==> config.mk <==
export PLATFORM = sky130hd
export DESIGN_NAME = pushit_q_flat
export DESIGN_NICKNAME = d
export VERILOG_FILES = /design/src/rtl/pushit_q_if.sv /design/src/rtl/pushit_q.sv /design/src/flat_wrapper.sv
export SDC_FILE = /design/constraint.sdc
export NUM_CORES = 1
export LEC_CHECK = 0
export CAP_MARGIN = 25
export CELL_PAD_IN_SITES_DETAIL_PLACEMENT = 1
export CELL_PAD_IN_SITES_GLOBAL_PLACEMENT = 2
export CORE_MARGIN = 2
export CORE_UTILIZATION = 42
export DETAILED_ROUTE_END_ITERATION = 10
export GPL_TIMING_DRIVEN = 0
export PLACE_DENSITY_LB_ADDON = 0.2
export SETUP_SLACK_MARGIN = 0.05
export SLEW_MARGIN = 20
export SYNTH_ARGS = -nofsm -noshare
export SYNTH_HDL_FRONTEND = slang
export SYNTH_SLANG_ARGS = --single-unit
==> constraint.sdc <==
create_clock -name clk -period 8.32 [get_ports clk]
set_clock_uncertainty 0.05 [all_clocks]
set_input_delay 1.664 -clock clk [delete_from_list [all_inputs] [get_ports clk]]
set_output_delay 1.664 -clock clk [all_outputs]
set_load 0.005 [all_outputs]
==> src/rtl/pushit_q_if.sv <==
// Byte-wide stream from the record packer into the downstream byte FIFO.
// A byte moves on a clock edge where write is high and busy is low.
interface pushit_q_if;
    logic [7:0] data;
    logic       write;
    logic       busy;

    modport master (output data, output write, input busy);
    modport slave  (input data, input write, output busy);
endinterface

==> src/rtl/pushit_q.sv <==
// Trigger/cycle record packer: queues trigger records, holds one cycle record and
// serialises each as header, LSB-first payload chunks and an optional XOR checksum.
module pushit_q #(
    parameter int unsigned NUMW  = 18,
    parameter int unsigned TIMEW = 36,
    parameter int unsigned CHUNK = 6,
    parameter int unsigned DEPTH = 4,
    parameter int unsigned CKSUM = 1,
    parameter int unsigned LOSTW = 16
) (
    input  logic                   clk,
    input  logic                   rstn,
    input  logic                   trigready,
    input  logic                   cycleready,
    input  logic [NUMW-1:0]        trignum,
    input  logic [TIMEW-1:0]       timenum,
    input  logic [NUMW-1:0]        cyclenum,
    pushit_q_if.master             fifo,
    output logic [LOSTW-1:0]       lostcnt,
    output logic [$clog2(DEPTH):0] qlevel
);
    localparam int unsigned NCH_N = (NUMW + CHUNK - 1) / CHUNK;
    localparam int unsigned NCH_M = (TIMEW + CHUNK - 1) / CHUNK;
    localparam int unsigned NCH_T = NCH_N + NCH_M;
    localparam int unsigned NCH_C = NCH_N;
    localparam int unsigned PADN  = NCH_N * CHUNK;
    localparam int unsigned PADM  = NCH_M * CHUNK;
    localparam int unsigned SHW   = PADN + PADM;
    localparam int unsigned RECW  = NUMW + TIMEW;
    localparam int unsigned AW    = $clog2(DEPTH);
    localparam int unsigned CW    = $clog2(NCH_T + 1);

    typedef enum logic [1:0] {StIdle, StHdr, StPay, StCk} state_e;

    // Serialiser state
    state_e           state_q;
    logic [7:0]       data_q;
    logic             write_q;
    logic [SHW-1:0]   sh_q;
    logic             trig_q;
    logic [CHUNK-1:0] ck_q;
    logic [CW-1:0]    cnt_q;

    // Capture state
    logic [RECW-1:0]  mem_q [DEPTH];
    logic [AW-1:0]    rd_q;
    logic [AW-1:0]    wr_q;
    logic [AW:0]      lvl_q;
    logic [NUMW-1:0]  cyc_q;
    logic             pend_q;
    logic             lflag_q;
    logic [LOSTW-1:0] lost_q;

    logic             accept;
    logic             pop;
    logic             full;
    logic             push;
    logic             drop;
    logic             sel_cyc;
    logic             cyc_lost;
    logic             hdr_clear;
    logic [1:0]       nloss;
    logic [LOSTW:0]   lost_sum;
    logic [RECW-1:0]  head;
    logic [SHW-1:0]   sh_trig;
    logic [SHW-1:0]   sh_cyc;

    always_comb begin
        accept    = write_q && !fifo.busy;
        pop       = (state_q == StIdle) && (lvl_q != '0);
        full      = (lvl_q == (AW + 1)'(DEPTH));
        // A pop in the same clock frees the slot the push needs.
        push      = trigready && (!full || pop);
        drop      = trigready && full && !pop;
        sel_cyc   = (state_q == StIdle) && (lvl_q == '0) && pend_q;
        cyc_lost  = cycleready && pend_q && !sel_cyc;
        // Only a header that actually reported the loss may clear the flag.
        hdr_clear = (state_q == StHdr) && accept && !data_q[0];
        nloss     = {1'b0, drop} + {1'b0, cyc_lost};
        lost_sum  = {1'b0, lost_q} + (LOSTW + 1)'(nloss);
        head      = mem_q[rd_q];
        // Each field padded to whole chunks so the time field starts on a chunk boundary.
        sh_trig   = {PADM'(head[RECW-1:NUMW]), PADN'(head[NUMW-1:0])};
        sh_cyc    = SHW'(cyc_q);
    end

    always_ff @(posedge clk) begin
        if (push) begin
            mem_q[wr_q] <= {timenum, trignum};
        end
    end

    always_ff @(posedge clk or negedge rstn) begin
        if (!rstn) begin
            rd_q    <= '0;
            wr_q    <= '0;
            lvl_q   <= '0;
            cyc_q   <= '0;
            pend_q  <= 1'b0;
            lflag_q <= 1'b0;
            lost_q  <= '0;
        end else begin
            if (push) begin
                wr_q <= wr_q + 1'b1;
            end
            if (pop) begin
                rd_q <= rd_q + 1'b1;
            end
            if (push && !pop) begin
                lvl_q <= lvl_q + 1'b1;
            end else if (pop && !push) begin
                lvl_q <= lvl_q - 1'b1;
            end
            if (cycleready) begin
                cyc_q  <= cyclenum;
                pend_q <= 1'b1;
            end else if (sel_cyc) begin
                pend_q <= 1'b0;
            end
            lflag_q <= (lflag_q && !hdr_clear) || drop || cyc_lost;
            lost_q  <= lost_sum[LOSTW] ? '1 : lost_sum[LOSTW-1:0];
        end
    end

    always_ff @(posedge clk or negedge rstn) begin
        if (!rstn) begin
            state_q <= StIdle;
            data_q  <= '0;
            write_q <= 1'b0;
            sh_q    <= '0;
            trig_q  <= 1'b0;
            ck_q    <= '0;
            cnt_q   <= '0;
        end else begin
            unique case (state_q)
                StIdle: begin
                    if (pop) begin
                        sh_q    <= sh_trig;
                        trig_q  <= 1'b1;
                        data_q  <= lflag_q ? 8'hFE : 8'hFF;
                        write_q <= 1'b1;
                        state_q <= StHdr;
                    end else if (sel_cyc) begin
                        sh_q    <= sh_cyc;
                        trig_q  <= 1'b0;
                        data_q  <= lflag_q ? 8'hBE : 8'hBF;
                        write_q <= 1'b1;
                        state_q <= StHdr;
                    end
                end
                StHdr: begin
                    if (accept) begin
                        data_q  <= 8'(sh_q[CHUNK-1:0]);
                        ck_q    <= sh_q[CHUNK-1:0];
                        sh_q    <= sh_q >> CHUNK;
                        cnt_q   <= trig_q ? CW'(NCH_T - 1) : CW'(NCH_C - 1);
                        state_q <= StPay;
                    end
                end
                StPay: begin
                    if (accept) begin
                        if (cnt_q == '0) begin
                            if (CKSUM != 0) begin
                                data_q  <= 8'(ck_q);
                                state_q <= StCk;
                            end else begin
                                data_q  <= '0;
                                write_q <= 1'b0;
                                state_q <= StIdle;
                            end
                        end else begin
                            data_q <= 8'(sh_q[CHUNK-1:0]);
                            ck_q   <= ck_q ^ sh_q[CHUNK-1:0];
                            sh_q   <= sh_q >> CHUNK;
                            cnt_q  <= cnt_q - 1'b1;
                        end
                    end
                end
                StCk: begin
                    if (accept) begin
                        data_q  <= '0;
                        write_q <= 1'b0;
                        state_q <= StIdle;
                    end
                end
                default: state_q <= StIdle;
            endcase
        end
    end

    assign fifo.data  = data_q;
    assign fifo.write = write_q;
    assign lostcnt    = lost_q;
    assign qlevel     = lvl_q;
endmodule

==> src/flat_wrapper.sv <==
// flat-port wrapper written by rule: the top's interface ports become plain ports
module pushit_q_flat 
#(
    parameter int unsigned NUMW  = 18,
    parameter int unsigned TIMEW = 36,
    parameter int unsigned CHUNK = 6,
    parameter int unsigned DEPTH = 4,
    parameter int unsigned CKSUM = 1,
    parameter int unsigned LOSTW = 16
)
  (clk, rstn, trigready, cycleready, trignum, timenum, cyclenum, lostcnt, qlevel, fifo_data, fifo_write, fifo_busy);
  pushit_q_if fifo_i ();
  input  logic clk;
  input  logic rstn;
  input  logic trigready;
  input  logic cycleready;
  input  logic [NUMW-1:0] trignum;
  input  logic [TIMEW-1:0] timenum;
  input  logic [NUMW-1:0] cyclenum;
  output logic [LOSTW-1:0] lostcnt;
  output logic [$clog2(DEPTH):0] qlevel;
  output wire logic [$bits(fifo_i.data)-1:0] fifo_data;
  output wire logic [$bits(fifo_i.write)-1:0] fifo_write;
  input wire logic [$bits(fifo_i.busy)-1:0] fifo_busy;
  assign fifo_data = fifo_i.data;
  assign fifo_write = fifo_i.write;
  assign fifo_i.busy = fifo_busy;
  pushit_q #(.NUMW(NUMW), .TIMEW(TIMEW), .CHUNK(CHUNK), .DEPTH(DEPTH), .CKSUM(CKSUM), .LOSTW(LOSTW)) u_core (.clk(clk), .rstn(rstn), .trigready(trigready), .cycleready(cycleready), .trignum(trignum), .timenum(timenum), .cyclenum(cyclenum), .fifo(fifo_i), .lostcnt(lostcnt), .qlevel(qlevel));
endmodule
* After elaboration in Yosys (flattened, before gate mapping) *
Memories as Yosys holds them, arrays and structs flattened.
Cells that the tools add are included.

word-level totals
  flip-flop bits (word level) = 119
  memories = 1
  input bits = 77
  word-level logic and storage cells = 116
  memory bits (writable) = 216
  output and inout bits = 28

memory list
  memory        depth  width  rd ports  clocked after memory_dff  write ports  line            source
  u_core.mem_q  4      54     1         0                         1            pushit_q.sv:45  logic [RECW-1:0] mem_q [DEPTH];

cells by class
  reduce and logical (&&, ||, !) cells = 40
  add/sub/neg operators = 7
  bitwise logic cells = 1
  equal/unequal tests = 10
  multiplexer cells = 43

operator list
  cell                                                              number
  54-bit 2-to-1 mux                                                 5
  54-bit one-hot mux with 3 select lines                            1
  8-bit 2-to-1 mux                                                  5
  8-bit one-hot mux with 4 select lines                             1
  6-bit 2-to-1 mux                                                  4
  16-bit by 2-bit adder with 17-bit output                          1
  16-bit 2-to-1 mux                                                 1
  4-bit 2-to-1 mux                                                  4
  1-bit logical AND                                                 14
  2-bit 2-to-1 mux                                                  6
  6-bit one-hot mux with 2 select lines                             1
  1-bit 2-to-1 mux                                                  10
  5-bit AND reduction                                               2
  2-bit nonzero test                                                5
  2-bit by 1-bit != test with 1-bit output (second input constant)  4
  2-bit one-hot mux with 4 select lines                             1
  4-bit one-hot mux with 2 select lines                             1
  4-bit AND reduction                                               2
  1-bit zero test                                                   7
  3-bit 2-to-1 mux                                                  2
  3-bit nonzero test                                                2
  6-bit XOR                                                         1
  2-bit by 1-bit adder with 2-bit output (second input constant)    2
  2-bit == test (second input constant)                             2
  15 further kinds                                                  17

* Logic depth before layout (Yosys ltp) *
  depth in word-level cells = 8
  mapped depth = 11
  depth with buffers taken out = 10

* Worst setup path after synthesis *
Ideal clock, no wire load.

  path type = input port to flip-flop
  start = in trigready
  end = mem u_core.mem_q[0][0] (netlist bit), enable pin
  data arrival time = 3.323 ns
  path buffers = 1
  stages = 3
  slack = 4.530 ns
  data required time = 7.853 ns
  setup time = 0.417 ns
  cell sequence = nor2b_1 > clkbuf_1 > and2_1

between the ends
  word-level cells in the longest chain between the ends = 3

RTL lines
  item                                    line                source
  start: declaration                      flat_wrapper.sv:15  input logic trigready;
  1-bit logical AND                       pushit_q.sv:73      push = trigready && (!full || pop);
  net u_core.push                         pushit_q.sv:57      logic push;
  1-bit 2-to-1 mux                        pushit_q.sv:88      if (push) begin
  1-bit 2-to-1 mux (implied by the code)  pushit_q.sv:89      mem_q[wr_q] <= {timenum, trignum};
  end: declaration                        pushit_q.sv:45

The timed path passes the listed nets, and every way through them passes these cells.

* Worst setup path in the final report *
  start = in cycleready
  end = reg u_core.lost_q[2], in the netlist u_core.lostcnt[2]

between the ends
  word-level cells in the longest chain between the ends = 5

RTL lines
  item                                      line                source
  start: declaration                        flat_wrapper.sv:16  input logic cycleready;
  1-bit logical AND (2 in a row)            pushit_q.sv:76      cyc_lost = cycleready && pend_q && !sel_cyc;
  1-bit by 1-bit adder with 2-bit output    pushit_q.sv:79      nloss = {1'b0, drop} + {1'b0, cyc_lost};
  16-bit by 2-bit adder with 17-bit output  pushit_q.sv:80      lost_sum = {1'b0, lost_q} + (LOSTW + 1)'(nloss);
  16-bit 2-to-1 mux                         pushit_q.sv:121     lost_q <= lost_sum[LOSTW] ? '1 : lost_sum[LOSTW-1:0];
  end signal: assignment                    pushit_q.sv:121
  end: declaration                          pushit_q.sv:52      logic [LOSTW-1:0] lost_q;

No other way between the ends.
A chain may end at the register's enable or synchronous reset.

==> summary.log <==
INFO  clock_network  tritoncts.num_buffers=38
INFO  clock_network  later_pin_clock_latency_in_the_skew_report=530ps
INFO  synth          synthDistinctLibCells=46
INFO  setup_path     criticalPathCategory=in -> reg
INFO  die            floorplan.initialDensity=0.4278
INFO  synth          post_synth_mux_area_share=0.1259
INFO  pwr            p_leak=5.906nW
INFO  setup_path     timing.critical_path.cells=clkdlybuf4s50_1, and3_1, fa_1, ha_1, nand2_1, nor2_1, nand3_1, clkbuf_1, nand2_1
INFO  layout         layout-area-overhead-vs-synth=21.63%
INFO  placed_design  port_buffers=104
INFO  clock_network  post_cts_hold_buffer_count=0
INFO  synth          synth_flop_cell=sky130_fd_sc_hd__edfxtp_1
INFO  setup_path     reg2reg_to=u_core.lostcnt[2]
INFO  synth          synth_xor_area_frac=0.01485
INFO  die            floorplan.rows=65
INFO  route          routedWlPerCell=21.26um
INFO  synth          synthesized_area_per_cell=16.12um^2
INFO  pwr            peakVddDrop=0.1872mV
INFO  layout         antenna_cells=0
INFO  synth          synthAdderAreaFrac=0.01494
INFO  flow_run       max_cap_violations=0
INFO  min_path       holdCritStartpoint=u_core.fifo.data[3]
INFO  setup_path     timing.critical_path.from_type=input pin
INFO  route          via_per_inst=5.389
INFO  sta            slew-limit-headroom=0.4117
INFO  setup_path     worstPathMaxFanout=10
INFO  clock_network  cts_tree=done
INFO  die            io_pins=105
INFO  synth          number_of_enable_type_register_cells_in_the_synthesized_netlist=216
INFO  setup_path     timing.rr.start=u_core.state_q[0]
INFO  synth          synth.ff_latch_count=335
INFO  clock_network  cts.reportedPaths.clkPinSlew=60ps
INFO  sta            fin_setup_tns=0ps
INFO  placed_design  place.gp.congestion=0.7316
INFO  clock_network  cts-root-to-sink-buffers=3
INFO  synth          synth-warning-count=0
INFO  die            floorplan.die.width=183.7um
INFO  grt            first_global_vias=8,315
INFO  setup_path     critical-path-slowest-cell=sky130_fd_sc_hd__clkdlybuf4s50_1
INFO  clock_network  buffer_type_at_the_clock_tree_root=sky130_fd_sc_hd__clkbuf_16
INFO  pwr            cellPowerDensity=395.9nW/um^2
INFO  synth          seq_area_frac_synth=0.6975
INFO  synth          synth_compound_gate_area_share=0.07248
INFO  synth          synthesis.nets=934
INFO  setup_path     critical_path_buf_inv_count=2
INFO  setup_path     cells_on_worst_reg2reg_path=11
INFO  setup_path     timing.critical_path.mode_cell=sky130_fd_sc_hd__nand2_1
INFO  sta            fmax=271.6MHz
INFO  synth          post_synthesis_instance_area=13,570um^2
INFO  route          detail_route.wirelength=30,190um
INFO  min_path       worst_hold_path_type=reg -> reg
INFO  route          detail_route.first_pass.iterations=5
INFO  layout         nNetsFinal=1,083
INFO  route          drcViolationCount=0
INFO  clock_network  post_cts.repair.setup_buffers=0
INFO  sta            grt_setup_unrepaired=false
INFO  placed_design  dpl.cell_count=1,353
INFO  min_path       holdPathStages=2
INFO  setup_path     crit_arrival=4020ps
INFO  die            dieHeight=183.7um
INFO  setup_path     kind_of_capture_point_of_the_worst_setup_path=flip-flop
INFO  grt            wire_length_of_the_first_global_routing_pass=47,860um
INFO  sta            min_period=3682ps
INFO  sta            period_share=0.4426
INFO  layout         fin_util=0.5204
INFO  layout         post_route_cells_drive_above_1_share=0.1699
INFO  placed_design  placement.cell_area=15,240um^2
INFO  setup_path     reg2reg_slack=4800ps
INFO  clock_network  h-tree-depth=2
INFO  grt            grt_start_max_net_pins=86
INFO  clock_network  clock_sinks=335
INFO  route          drt_first_iter_violations=381
INFO  setup_path     cp_data_required_time=8660ps
INFO  grt            antenna_found_initial=0
INFO  route          drtAntennaViolNets=0
INFO  die            die_area=33,760um^2
INFO  synth          syn_inst_count=842
INFO  min_path       hold-path-endpoint=u_core.fifo.data[3]
INFO  setup_path     path_depth=9
INFO  sta            tightest_slew=882.5ps
INFO  status         outcome=finished clean
INFO  layout         post_layout_nonfiller_instances=1,420
INFO  synth          synth_top_family_by_area=multiplexers
INFO  synth          asyncSetResetFlopFracSynth=0.3552
INFO  placed_design  dp_wirelength=20,100um
INFO  sta            report.final.hold_viol_count=0
INFO  setup_path     critical-path-top-delay-family=buffers and inverters
INFO  clock_network  post_cts.resized_instances=0
INFO  die            placeableCoreArea=31,720um^2
INFO  grt            grt.overflow.total=0
INFO  layout         final_cell_area=16,500um^2
INFO  sta            slew_viol_final=0
INFO  route          route.vias.total=7,653
INFO  pwr            power.total=0.006534W
INFO  grt            grt_use_total=0.1857
INFO  synth          simple_gate_area_share_of_the_yosys_netlist=0.05228
INFO  sta            timing.final.setup_violations=0
INFO  setup_path     critical-path-max-stage-delay=450ps
-- report_power, final --
| part | internal, W | total (W) | switching (W) |
|---|---|---|---|
| Clock | 0.00105 | 0.00171 | 0.000662 |
| Combinational | 0.00108 | 0.00235 | 0.00127 |
| Sequential | 0.00227 | 0.00248 | 0.000211 |
-- layout make-up --
| class | count | area [um^2] |
|---|---|---|
| Buffer | 48 | 232.7 |
| Timing Repair Buffer | 109 | 1154 |
| Multi-Input combinational cell | 441 | 3815 |
| Fill cell | 3062 | 15210 |
| Tap cell | 402 | 503.0 |
| Clock inverter | 20 | 262.8 |
| Sequential cell | 335 | 9464 |
| Inverter | 18 | 67.56 |
| Clock buffer | 47 | 1006 |
-- registers in the layout, summed over array words and instances, names as in the netlist --
name,flops
u_core.ck_q,6
u_core.cnt_q,4
u_core.cyc_q,18
u_core.fifo.data,8
u_core.fifo.write,1
u_core.lflag_q,1
u_core.lostcnt,16
u_core.mem_q,216
u_core.pend_q,1
u_core.qlevel,3
u_core.rd_q,2
u_core.sh_q,54
u_core.state_q,2
u_core.trig_q,1
u_core.wr_q,2
-- per-layer routing --
layer  vias to the layer above  part of all wire  GRT usage
met2                       146              0.49     0.3084
met1                      3949              0.46     0.2555
li1                       3517                 -          -
met3                        41             0.037    0.02833
met5                         -                 0          0
met4                         0             0.021    0.05376
-- layout by cell type, fill, tap and decap left out, drive strengths merged, types with 2 or more instances in the layout --
cell type,instances
ha,13
bufinv,6
mux4,54
xor2,12
o21ai,20
clkbuf,79
mux2,40
fa,2
or2,2
buf,22
nand2b,6
a22oi,30
nand3,8
xnor2,11
a31oi,2
nand4,8
and2,8
clkinv,11
nor2b,22
nor2,11
nor4,3
a21oi,101
nand2,57
inv,20
clkdlybuf4s50,103
nor3,8
dfrtp,119
edfxtp,216
a221oi,5
and3,3
-- kinds of logic (layout without fill, tap and decap cells) --
family / Yosys count / count (layout)
compound gates: 168 / 168
xor+xnor: 23 / 23
fa+ha+maj: 15 / 15
buf+inv: 66 / 242
flops: 335 / 335
mux: 94 / 94
simple gates: 141 / 141
-- metrics by stage --
step | setup WS (ps) | hold WS [ps]
2_1_floorplan | 4530 | 396.1
3_3_place_gp | 459.6 | 414.4
3_5_place_dp | 4045 | 422.3
4_1_cts | 4594 | 435.0
5_1_grt | 4411 | 457.4
6_report | 4638 | 427.4
-- worst min-delay path, stage by stage (launching register included) --
cell and delay [ps]:
sky130_fd_sc_hd__dfrtp_1 340, sky130_fd_sc_hd__nand2_1 50, sky130_fd_sc_hd__o21ai_0 60
-- cells in the mapped netlist (2+ instances only) --
cell type / n / share of area
sky130_fd_sc_hd__inv_1: 18 / 0.0050
sky130_fd_sc_hd__ha_1: 13 / 0.012
sky130_fd_sc_hd__buf_1: 4 / 0.0011
sky130_fd_sc_hd__and2_1: 8 / 0.0037
sky130_fd_sc_hd__edfxtp_1: 216 / 0.48
sky130_fd_sc_hd__nand2b_1: 6 / 0.0028
sky130_fd_sc_hd__dfrtp_1: 119 / 0.22
sky130_fd_sc_hd__a221oi_1: 5 / 0.0032
sky130_fd_sc_hd__nor2_1: 11 / 0.0030
sky130_fd_sc_hd__o21ai_0: 20 / 0.0074
sky130_fd_sc_hd__and3_1: 3 / 0.0014
sky130_fd_sc_hd__a31oi_1: 2 / 0.00092
sky130_fd_sc_hd__nor4_1: 3 / 0.0014
sky130_fd_sc_hd__buf_2: 6 / 0.0022
sky130_fd_sc_hd__a21oi_1: 101 / 0.037
sky130_fd_sc_hd__xor2_1: 12 / 0.0077
sky130_fd_sc_hd__nand3_1: 8 / 0.0030
sky130_fd_sc_hd__nand4_1: 8 / 0.0037
sky130_fd_sc_hd__fa_1: 2 / 0.0030
sky130_fd_sc_hd__buf_6: 6 / 0.0050
sky130_fd_sc_hd__mux2_2: 29 / 0.024
sky130_fd_sc_hd__clkbuf_1: 32 / 0.0089
sky130_fd_sc_hd__nand2_1: 57 / 0.016
sky130_fd_sc_hd__mux2_4: 11 / 0.012
sky130_fd_sc_hd__nor2b_1: 22 / 0.010
sky130_fd_sc_hd__a22oi_1: 30 / 0.017
sky130_fd_sc_hd__mux4_2: 54 / 0.090
sky130_fd_sc_hd__xnor2_1: 11 / 0.0071
sky130_fd_sc_hd__nor3_1: 8 / 0.0030
-- worst max-delay path by stage --
| stage | slack [ps] | start | endpoint |
|---|---|---|---|
| 2_1_floorplan | 4530 | trigready | u_core.mem_q[0][0] |
| 3_5_place_dp | 4040 | cycleready | u_core.lostcnt[5] |
| 5_1_grt | 4410 | trigready | u_core.lostcnt[5] |
| 3_3_place_gp | 460 | rstn | u_core.sh_q[51] |
| 6_report | 4640 | cycleready | u_core.lostcnt[2] |
| 4_1_cts | 4590 | cycleready | u_core.lostcnt[5] |
Note: power is estimated with default switching activity, not from simulation.
